===== src/rtl/sb_pkg.sv =====
// Shared scoreboard parameters and helpers: register-count derivation and popcount.
// Pure constants and functions, no timing or back-pressure of its own.
package sb_pkg;

    localparam int ADDR_W_DEF   = 3;
    localparam bit ZERO_REG_DEF = 1'b1;
    localparam int MAX_REGS     = 256;

    function automatic int num_regs(input int aw);
        return 1 << aw;
    endfunction

    // Fixed-width argument; callers zero-extend narrower vectors.
    function automatic int popcount(input logic [MAX_REGS-1:0] v);
        int c;
        c = 0;
        for (int i = 0; i < MAX_REGS; i++) begin
            if (v[i]) c++;
        end
        return c;
    endfunction

endpackage


===== src/rtl/reg_scoreboard_if.sv =====
// Issue/writeback bundle between decode, scoreboard and register file.
// Issue handshake is iss_en/iss_ack; writeback has no back-pressure.
interface reg_scoreboard_if
    import sb_pkg::*;
#(
    parameter int ADDR_W = ADDR_W_DEF
);

    localparam int NUM_REGS = num_regs(ADDR_W);

    logic                iss_en;
    logic                iss_wr;
    logic [ADDR_W-1:0]   iss_rd;
    logic [ADDR_W-1:0]   iss_rs;
    logic [ADDR_W-1:0]   iss_rt;
    logic                iss_ack;
    logic                stall;
    logic                wb_en;
    logic [ADDR_W-1:0]   wb_addr;
    logic [NUM_REGS-1:0] wr_sel;
    logic [NUM_REGS-1:0] busy;
    logic [ADDR_W:0]     busy_cnt;
    logic                full;
    logic                wb_err;

    modport master (
        output iss_en, iss_wr, iss_rd, iss_rs, iss_rt, wb_en, wb_addr,
        input  iss_ack, stall, wr_sel, busy, busy_cnt, full, wb_err
    );

    modport slave (
        input  iss_en, iss_wr, iss_rd, iss_rs, iss_rt, wb_en, wb_addr,
        output iss_ack, stall, wr_sel, busy, busy_cnt, full, wb_err
    );

endinterface


===== src/rtl/decoder_onehot.sv =====
// Address to one-hot decoder with enable; all zeros when disabled.
// Purely combinational, zero latency, no back-pressure.
module decoder_onehot
    import sb_pkg::*;
#(
    parameter int ADDR_W = ADDR_W_DEF
) (
    input  logic [ADDR_W-1:0]        i_addr,
    input  logic                     i_en,
    output logic [(1<<ADDR_W)-1:0]   o_y
);

    always_comb begin
        o_y = '0;
        if (i_en) o_y[i_addr] = 1'b1;
    end

endmodule


===== src/rtl/reg_scoreboard.sv =====
// Busy-bit scoreboard: combinational RAW/WAW stall with same-cycle writeback bypass,
// busy/wr_sel/busy_cnt registered (1 cycle); writeback is always consumed, issue waits on stall.
module reg_scoreboard
    import sb_pkg::*;
#(
    parameter int ADDR_W   = ADDR_W_DEF,
    parameter bit ZERO_REG = ZERO_REG_DEF
) (
    input  logic             clk,
    input  logic             reset,
    reg_scoreboard_if.slave  sb
);

    localparam int NUM_REGS = num_regs(ADDR_W);
    localparam int CNT_W    = ADDR_W + 1;

    // Register 0 is excluded from tracking when it is hardwired to zero.
    localparam logic [NUM_REGS-1:0] REG_MASK = ZERO_REG ? {{(NUM_REGS-1){1'b1}}, 1'b0}
                                                        : {NUM_REGS{1'b1}};
    localparam logic [CNT_W-1:0]    FULL_CNT = CNT_W'(ZERO_REG ? NUM_REGS - 1 : NUM_REGS);

    logic [NUM_REGS-1:0] r_busy;
    logic [NUM_REGS-1:0] r_wr_sel;
    logic [CNT_W-1:0]    r_busy_cnt;
    logic                r_wb_err;

    logic [NUM_REGS-1:0] w_set_raw;
    logic [NUM_REGS-1:0] w_set_oh;
    logic [NUM_REGS-1:0] w_wb_oh;
    logic [NUM_REGS-1:0] w_hz_busy;
    logic [NUM_REGS-1:0] w_busy_nxt;
    logic                w_stall;
    logic                w_ack;
    logic                w_set_en;
    logic                w_wb_miss;

    decoder_onehot #(.ADDR_W(ADDR_W)) u_dec_iss (
        .i_addr (sb.iss_rd),
        .i_en   (w_set_en),
        .o_y    (w_set_raw)
    );

    decoder_onehot #(.ADDR_W(ADDR_W)) u_dec_wb (
        .i_addr (sb.wb_addr),
        .i_en   (sb.wb_en),
        .o_y    (w_wb_oh)
    );

    // A register retiring this cycle no longer blocks its consumers.
    assign w_hz_busy = r_busy & ~w_wb_oh;

    assign w_stall   = sb.iss_en & (w_hz_busy[sb.iss_rs] | w_hz_busy[sb.iss_rt] |
                                    (sb.iss_wr & w_hz_busy[sb.iss_rd]));
    assign w_ack     = sb.iss_en & ~w_stall;
    assign w_set_en  = w_ack & sb.iss_wr;
    assign w_set_oh  = w_set_raw & REG_MASK;

    // Set is OR-ed after the clear so a same-address set/clear leaves the bit set.
    assign w_busy_nxt = w_hz_busy | w_set_oh;
    assign w_wb_miss  = sb.wb_en & ~r_busy[sb.wb_addr];

    always_ff @(posedge clk or posedge reset) begin
        if (reset) begin
            r_busy     <= '0;
            r_wr_sel   <= '0;
            r_busy_cnt <= '0;
            r_wb_err   <= 1'b0;
        end else begin
            r_busy     <= w_busy_nxt;
            r_wr_sel   <= w_wb_oh & REG_MASK;
            r_busy_cnt <= CNT_W'(popcount(MAX_REGS'(w_busy_nxt)));
            if (w_wb_miss) r_wb_err <= 1'b1;
        end
    end

    assign sb.stall    = w_stall;
    assign sb.iss_ack  = w_ack;
    assign sb.busy     = r_busy;
    assign sb.wr_sel   = r_wr_sel;
    assign sb.busy_cnt = r_busy_cnt;
    assign sb.full     = (r_busy_cnt == FULL_CNT);
    assign sb.wb_err   = r_wb_err;

endmodule


===== src/flat_wrapper.sv =====
// flat-port wrapper written by rule: the top's interface ports become plain ports
module reg_scoreboard_flat import sb_pkg::*;
#(
    parameter int ADDR_W   = ADDR_W_DEF,
    parameter bit ZERO_REG = ZERO_REG_DEF
)
  (clk, reset, sb_iss_en, sb_iss_wr, sb_iss_rd, sb_iss_rs, sb_iss_rt, sb_wb_en, sb_wb_addr, sb_iss_ack, sb_stall, sb_wr_sel, sb_busy, sb_busy_cnt, sb_full, sb_wb_err);
  reg_scoreboard_if #(.ADDR_W(ADDR_W)) sb_i ();
  input  logic clk;
  input  logic reset;
  input wire logic [$bits(sb_i.iss_en)-1:0] sb_iss_en;
  input wire logic [$bits(sb_i.iss_wr)-1:0] sb_iss_wr;
  input wire logic [$bits(sb_i.iss_rd)-1:0] sb_iss_rd;
  input wire logic [$bits(sb_i.iss_rs)-1:0] sb_iss_rs;
  input wire logic [$bits(sb_i.iss_rt)-1:0] sb_iss_rt;
  input wire logic [$bits(sb_i.wb_en)-1:0] sb_wb_en;
  input wire logic [$bits(sb_i.wb_addr)-1:0] sb_wb_addr;
  output wire logic [$bits(sb_i.iss_ack)-1:0] sb_iss_ack;
  output wire logic [$bits(sb_i.stall)-1:0] sb_stall;
  output wire logic [$bits(sb_i.wr_sel)-1:0] sb_wr_sel;
  output wire logic [$bits(sb_i.busy)-1:0] sb_busy;
  output wire logic [$bits(sb_i.busy_cnt)-1:0] sb_busy_cnt;
  output wire logic [$bits(sb_i.full)-1:0] sb_full;
  output wire logic [$bits(sb_i.wb_err)-1:0] sb_wb_err;
  assign sb_i.iss_en = sb_iss_en;
  assign sb_i.iss_wr = sb_iss_wr;
  assign sb_i.iss_rd = sb_iss_rd;
  assign sb_i.iss_rs = sb_iss_rs;
  assign sb_i.iss_rt = sb_iss_rt;
  assign sb_i.wb_en = sb_wb_en;
  assign sb_i.wb_addr = sb_wb_addr;
  assign sb_iss_ack = sb_i.iss_ack;
  assign sb_stall = sb_i.stall;
  assign sb_wr_sel = sb_i.wr_sel;
  assign sb_busy = sb_i.busy;
  assign sb_busy_cnt = sb_i.busy_cnt;
  assign sb_full = sb_i.full;
  assign sb_wb_err = sb_i.wb_err;
  reg_scoreboard #(.ADDR_W(ADDR_W), .ZERO_REG(ZERO_REG)) u_core (.clk(clk), .reset(reset), .sb(sb_i));
endmodule

===== config.mk =====
export PLATFORM = sky130hd
export DESIGN_NAME = reg_scoreboard_flat
export DESIGN_NICKNAME = d
export VERILOG_FILES = /design/src/rtl/sb_pkg.sv /design/src/rtl/reg_scoreboard_if.sv /design/src/rtl/decoder_onehot.sv /design/src/rtl/reg_scoreboard.sv /design/src/flat_wrapper.sv
export SDC_FILE = /design/constraint.sdc
export NUM_CORES = 1
export LEC_CHECK = 0
export BUFFER_PORTS_ARGS = -buffer_cell sky130_fd_sc_hd__buf_2
export CORE_MARGIN = 2
export CORE_UTILIZATION = 55
export DETAILED_ROUTE_END_ITERATION = 8
export PLACE_DENSITY = 0.8
export SYNTH_ARGS = -nofsm -noshare
export SYNTH_HDL_FRONTEND = slang
export SYNTH_SLANG_ARGS = --single-unit
export TNS_END_PERCENT = 100

===== constraint.sdc =====
create_clock -name clk -period 6.6 [get_ports clk]
set_input_delay 0.66 -clock clk [delete_from_list [all_inputs] [get_ports clk]]
set_output_delay 0.66 -clock clk [all_outputs]
set_load 0.005 [all_outputs]

-- After elaboration in Yosys (flattened, before gate mapping)
Index checks and enable logic that the tools add are counted.
- $add $sub $neg: 7
- order comparisons: 6
- eq/ne operators: 1
- mux-type cells: 22
- bitwise operators: 12
- reductions and logical operators: 2
- operator list (cell ; number):
    2-to-1 mux 4 bit ; 7
    adder 4 x 2 -> 4 bit (second input constant) ; 6
    less-than comparator 3 x 4 -> 1 bit (second input constant) ; 4
    2-to-1 mux 8 bit ; 2
    binary-select mux 1 bit (select 3 bit) ; 4
    AND 8 bit ; 1
    inverter 8 bit ; 1
    OR 8 bit ; 1
    2-to-1 mux 1 bit ; 7
    demux 1 bit (select 3 bit) ; 2
    greater-or-equal comparator 3 x 1 -> 1 bit (second input constant) ; 2
    AND 1 bit ; 5
    equality test 4 x 3 -> 1 bit (second input constant) ; 1
    adder 1 x 1 -> 2 bit (second input constant) ; 1
    logical AND 1 bit ; 2
    inverter 1 bit ; 2
    OR 1 bit ; 2
- register bits after elaboration: 20
- bits of input ports: 17
- output and inout port bits: 24
- word-level logic and storage cells: 54

-- Depth between registers and ports, before layout
- word-level depth: 32
- depth in mapped cells: 27
- depth with buffers taken out: 25

-- By module
Synthesis repeated with hierarchy kept, for this count alone.
- cells, all modules: 166
- area total of the unflattened synthesis: 1801.7 um^2
- modules (own cells, without submodules) (module ; instances ; cells each ; area each (um^2) ; seq. area each (um^2)):
    reg_scoreboard ; 1 ; 150 ; 1611.5 ; 500.5
    decoder_onehot ; 2 ; 8 ; 95.1 ; 0.0

-- Worst setup path after synthesis
No wires, ideal clock.
- path kind: input to register
- start: input port sb_wb_addr[0]
- end: register u_core.r_busy_cnt[3] (netlist: u_core.sb.busy_cnt[3])
- library setup time: 0.130 ns
- data arrival time: 5.566 ns
- required time: 6.470 ns
- setup slack: 0.904 ns
- stages on the path: 26
- cell sequence: buf_4 -> and4bb_1 -> o32ai_1 -> mux4_2 -> nor2_2 -> nand2_1 -> o41ai_1 -> inv_1 -> ha_1 -> or3_1 -> o32ai_1 -> nor2_1 -> xor2_1 -> o21ai_0 -> ha_1 -> nand2_1 -> nand2_1 -> xor2_1 -> o21ai_0 -> ha_1 -> nand2_1 -> xnor2_1 -> xnor3_1 -> a211oi_2 -> a21oi_1 -> xnor2_1
- cells in the longest elaborated chain, start to end: 30
- elaborated cells between the ends (all ways): 38
- ends and longest elaborated chain (item ; line ; source):
    from (decl) ; flat_wrapper.sv:17 ; input wire logic [$bits(sb_i.wb_addr)-1:0] sb_wb_addr;
    less-than comparator 3 x 4 -> 1 bit (not written as such) / greater-or-equal comparator 3 x 1 -> 1 bit (equally long branches) ; decoder_onehot.sv:15 ; if (i_en) o_y[i_addr] = 1'b1;
    logical AND 1 bit (not written as such) ; decoder_onehot.sv:15 ;
    2-to-1 mux 1 bit (not written as such) ; decoder_onehot.sv:15 ;
    demux 1 bit (select 3 bit) (*) ; decoder_onehot.sv:15 ;
    2-to-1 mux 8 bit (*) ; decoder_onehot.sv:15 ;
    via u_core.u_dec_wb.o_y[4] ; decoder_onehot.sv:10 ; output logic [(1<<ADDR_W)-1:0] o_y
    inverter 8 bit (*) ; reg_scoreboard.sv:50 ; assign w_hz_busy = r_busy & ~w_wb_oh;
    AND 8 bit (*) ; reg_scoreboard.sv:50 ;
    [... 10 more ...] ; -- ;
    via u_core.w_busy_nxt[1] ; reg_scoreboard.sv:31 ; logic [NUM_REGS-1:0] w_busy_nxt;
    [... 5 more ...] ; -- ;
    adder 4 x 2 -> 4 bit ; sb_pkg.sv:18 ; if (v[i]) c++;
    2-to-1 mux 4 bit (*) ; sb_pkg.sv:18 ;
    adder 4 x 2 -> 4 bit ; sb_pkg.sv:18 ;
    2-to-1 mux 4 bit (*) ; sb_pkg.sv:18 ;
    adder 4 x 2 -> 4 bit ; sb_pkg.sv:18 ;
    2-to-1 mux 4 bit (*) ; sb_pkg.sv:18 ;
    adder 4 x 2 -> 4 bit ; sb_pkg.sv:18 ;
    2-to-1 mux 4 bit (*) ; sb_pkg.sv:18 ;
    to (signal assigned) ; reg_scoreboard.sv:71 ; r_busy_cnt <= CNT_W'(popcount(MAX_REGS'(w_busy_nxt)));
    to (decl) ; reg_scoreboard.sv:24 ; logic [CNT_W-1:0] r_busy_cnt;
Mark *: on every way through the listed nets, which the timed path passes. The rest lies on a longest branch. The select of a mux whose other input is x is not followed.
A chain may end at the register's enable or synchronous reset.

-- Worst setup path in the final report
- start: input port sb_wb_addr[2]
- end: register u_core.r_busy_cnt[3] (netlist: u_core.sb.busy_cnt[3])
- cells in the longest elaborated chain, start to end: 30
- elaborated cells between the ends (all ways): 38
- ends and longest elaborated chain (item ; line):
    less-than comparator 3 x 4 -> 1 bit (not written as such) / greater-or-equal comparator 3 x 1 -> 1 bit (equally long branches) ; decoder_onehot.sv:15
    logical AND 1 bit (not written as such) ; decoder_onehot.sv:15
    2-to-1 mux 1 bit (not written as such) ; decoder_onehot.sv:15
    demux 1 bit (select 3 bit) (*) ; decoder_onehot.sv:15
    2-to-1 mux 8 bit (*) ; decoder_onehot.sv:15
    inverter 8 bit (*) ; reg_scoreboard.sv:50
    AND 8 bit (*) ; reg_scoreboard.sv:50
    binary-select mux 1 bit (select 3 bit), on equally long branches ; reg_scoreboard.sv:52, reg_scoreboard.sv:53
    [... 9 more ...] ; --
    via u_core.w_busy_nxt[1] ; reg_scoreboard.sv:31
    [... 5 more ...] ; --
    adder 4 x 2 -> 4 bit ; sb_pkg.sv:18
    2-to-1 mux 4 bit (*) ; sb_pkg.sv:18
    adder 4 x 2 -> 4 bit ; sb_pkg.sv:18
    2-to-1 mux 4 bit (*) ; sb_pkg.sv:18
    adder 4 x 2 -> 4 bit ; sb_pkg.sv:18
    2-to-1 mux 4 bit (*) ; sb_pkg.sv:18
    adder 4 x 2 -> 4 bit ; sb_pkg.sv:18
    2-to-1 mux 4 bit (*) ; sb_pkg.sv:18
Marked as above.

==> results.tsv <==
metric	value	unit
CP Buf/Inv Count	2	
Yosys cell types	63	
placed inst area	0.00213	mm²
Die Span Y	63.5	µm
CP peak stage delay	0.51	ns
Syn Nets	263	
CP required	6.80	ns
commonest cells in the netlist	nand2_1 (36), dfrtp_1 (20), inv_1 (17), nor2_1 (12), o21ai_0 (11)	
Crit path top cell by count	nand2_1	
Vias/cell	6.13	
maximum vdd drop	236	µV
Mapped Area	0.00195	mm²
register bit total from synthesis	20	
Yosys top cell area share	25.7	%
relative slew slack	51.3	%
Detailed Place HPWL	3830	µm
Slew @ Worst Pin	0.730	ns
ant diodes	0	
status	complete, no violations	
Routability Congestion	0.968	
sequential share of the synthesized area	25.7	%
drc violations	0	
period utilization	87.7	%
Worst-Skew Late Latency	0.31	ns
Max Cap Viol	0	
overall power	614	µW
Critical Path Source Type	input pin	
vias in the first global route	1742	
GRT Overall Usage	25.4	%
Hold Fails Final Rpt	0	
Detailed Routing Iterations Pass 1	4	
nets@finish	295	
Min-Delay Path Class	in -> async	
antenna-violating nets left	0	
Cell Rows	21	
largest net degree at the start of global routing	21	
layout cell share with drive strength beyond 1	21.6	%
fraction of registers with async set/reset	100	%
PD cells	280	mW/mm²
Leak	1.04	nW
cell count after synthesis	237	
Initial Util	58.0	%
first-pass GRT wire length	8290	µm
Core Footprint	0.00336	mm²
CTS Hold Bufs	0	
WL final	4860	µm
Finished Core Util	65.3	%
Crit Path Class	in -> reg	
most frequent cell after synthesis	nand2_1	
setup_tns	0	ns
synth warn	0	
Buffers on Ports	39	
Post-synth EDFFs	0	
clock skew	0.00109	ns
clock-pin slew on the worst setup and hold paths	0.12	ns
htree depth	1	
Crit. End Element	flip-flop	
dominant cell type by area after synthesis	dfrtp_1	
wire per inst	15.5	µm
I/O pin cnt	41	
Post-CTS Setup Bufs	0	
die area	0.00404	mm²
pre-CTS WS	0.253	ns
Top FF cell, synth	dfrtp_1	
Worst Slack Setup Final	0.809	ns
via count	1924	
Tmin final	5.79	ns
root buffer cell	clkbuf_4	
antenna violations before repair	0	
TritonCTS buffer count	3	
peak fanout along the critical path	13	
Overflow after GRT	0	
Die Wd	63.5	µm
CTS sink cnt	20	
CP arrival	5.99	ns
Avg Inst Size Synth	8.23	µm²
Top delay family on crit path	compound AO/OA/AOI/OAI gates	
CTS tree	done	
Max clock buf depth	2	
Final Cell Area	0.00219	mm²
Slew Viols, Final	0	
Achievable Freq	173	MHz
Final Setup Violations	0	
Layout Area Growth over Synthesis	12.6	%
setup repair after global routing missed its margin	false	
initial drt markers	177	
Synth area leaders	dfrtp_1 (26%), nand2_1 (6.9%), ha_1 (5.8%), o32ai_1 (4.5%), inv_1 (3.3%)	
crit path max-delay cell type	o41ai_2	
## layer usage
| metal | global-route usage (%) | share of wire, % |
|---|---|---|
| met1 | 38.0 | 45 |
| met2 | 39.1 | 47 |
| met3 | 4.82 | 7.5 |
| met4 | 3.26 | 0.27 |
| met5 | 0 | 0 |
## where the power goes
group	switching [mW]	leakage, nW	internal, mW
combinational	0.207	0.756	0.142
sequential	0.0202	0.260	0.143
clock	0.0402	0.0279	0.0614
total	0.267	1.04	0.347
## state kept, by name (all words and copies together) (netlist names)
register / count
u_core.sb.busy: 8
u_core.sb.busy_cnt: 4
u_core.sb.wb_err: 1
u_core.sb.wr_sel: 7
## path summary, 6_finish.rpt
| path | from | to | slack, ns | cells after the start |
|---|---|---|---|---|
| worst max-delay path | sb_wb_addr[2] | u_core.sb.busy_cnt[3] | 0.81 | 26 |
| worst min register to register | u_core.sb.wb_err | u_core.sb.wb_err | 0.48 | 1 |
| worst min-delay path | reset | u_core.sb.wr_sel[4] | 0.45 | 2 |
| worst max register to register | u_core.sb.busy[2] | u_core.sb.busy_cnt[3] | 1.15 | 25 |
| max in group asynchronous | reset | u_core.sb.wr_sel[1] | 5.69 | 2 |
| min in group clk | u_core.sb.wb_err | u_core.sb.wb_err | 0.48 | 1 |
## layout make-up
class / instances / area, µm²
multi-input combinational: 186 / 1310
fill: 312 / 1170
sequential: 20 / 500
timing repair buffer: 40 / 203
inverter: 18 / 72.6
tap: 46 / 57.6
clock inverter: 1 / 30.0
clock buffer: 3 / 22.5
## per-stage QoR
step	cells	hold slack (ns)
floorplan	237	0.466
global placement	310	0.447
detailed placement	310	0.461
CTS	314	0.485
global route	314	0.517
finish	314	0.452
## kinds of logic (layout without fill, tap and decap cells)
logic type	after synthesis	after routing	synth area share, %
compound gates	58	58	22.7
simple gates	103	103	29.1
fa+ha+maj	9	9	5.78
buf+inv	31	62	7.57
other cells	1	1	0.192
flops	20	20	25.7
mux	4	4	3.34
xor+xnor	11	11	5.65
## what timing repair did
item                                    in CTS  in global routing
resized for setup                            0                  1
endpoints found under the setup margin       0                  1
hold endpoints to repair                     0                  0
## layout by cell type (no fill, tap or decap), types with 3 or more instances in the layout
cell type / instances
a21oi_1: 6
and2_1: 4
and3_1: 6
and4b_1: 4
buf_2: 39
clkbuf_4: 3
dfrtp_1: 20
ha_1: 9
inv_1: 17
nand2_1: 36
nand2b_1: 10
nand3_1: 5
nor2_1: 12
nor3_1: 5
o21ai_0: 11
o31ai_1: 3
o32ai_1: 10
or3_1: 4
xnor2_1: 7
xor2_1: 3
(Power assumes the default switching activity.)
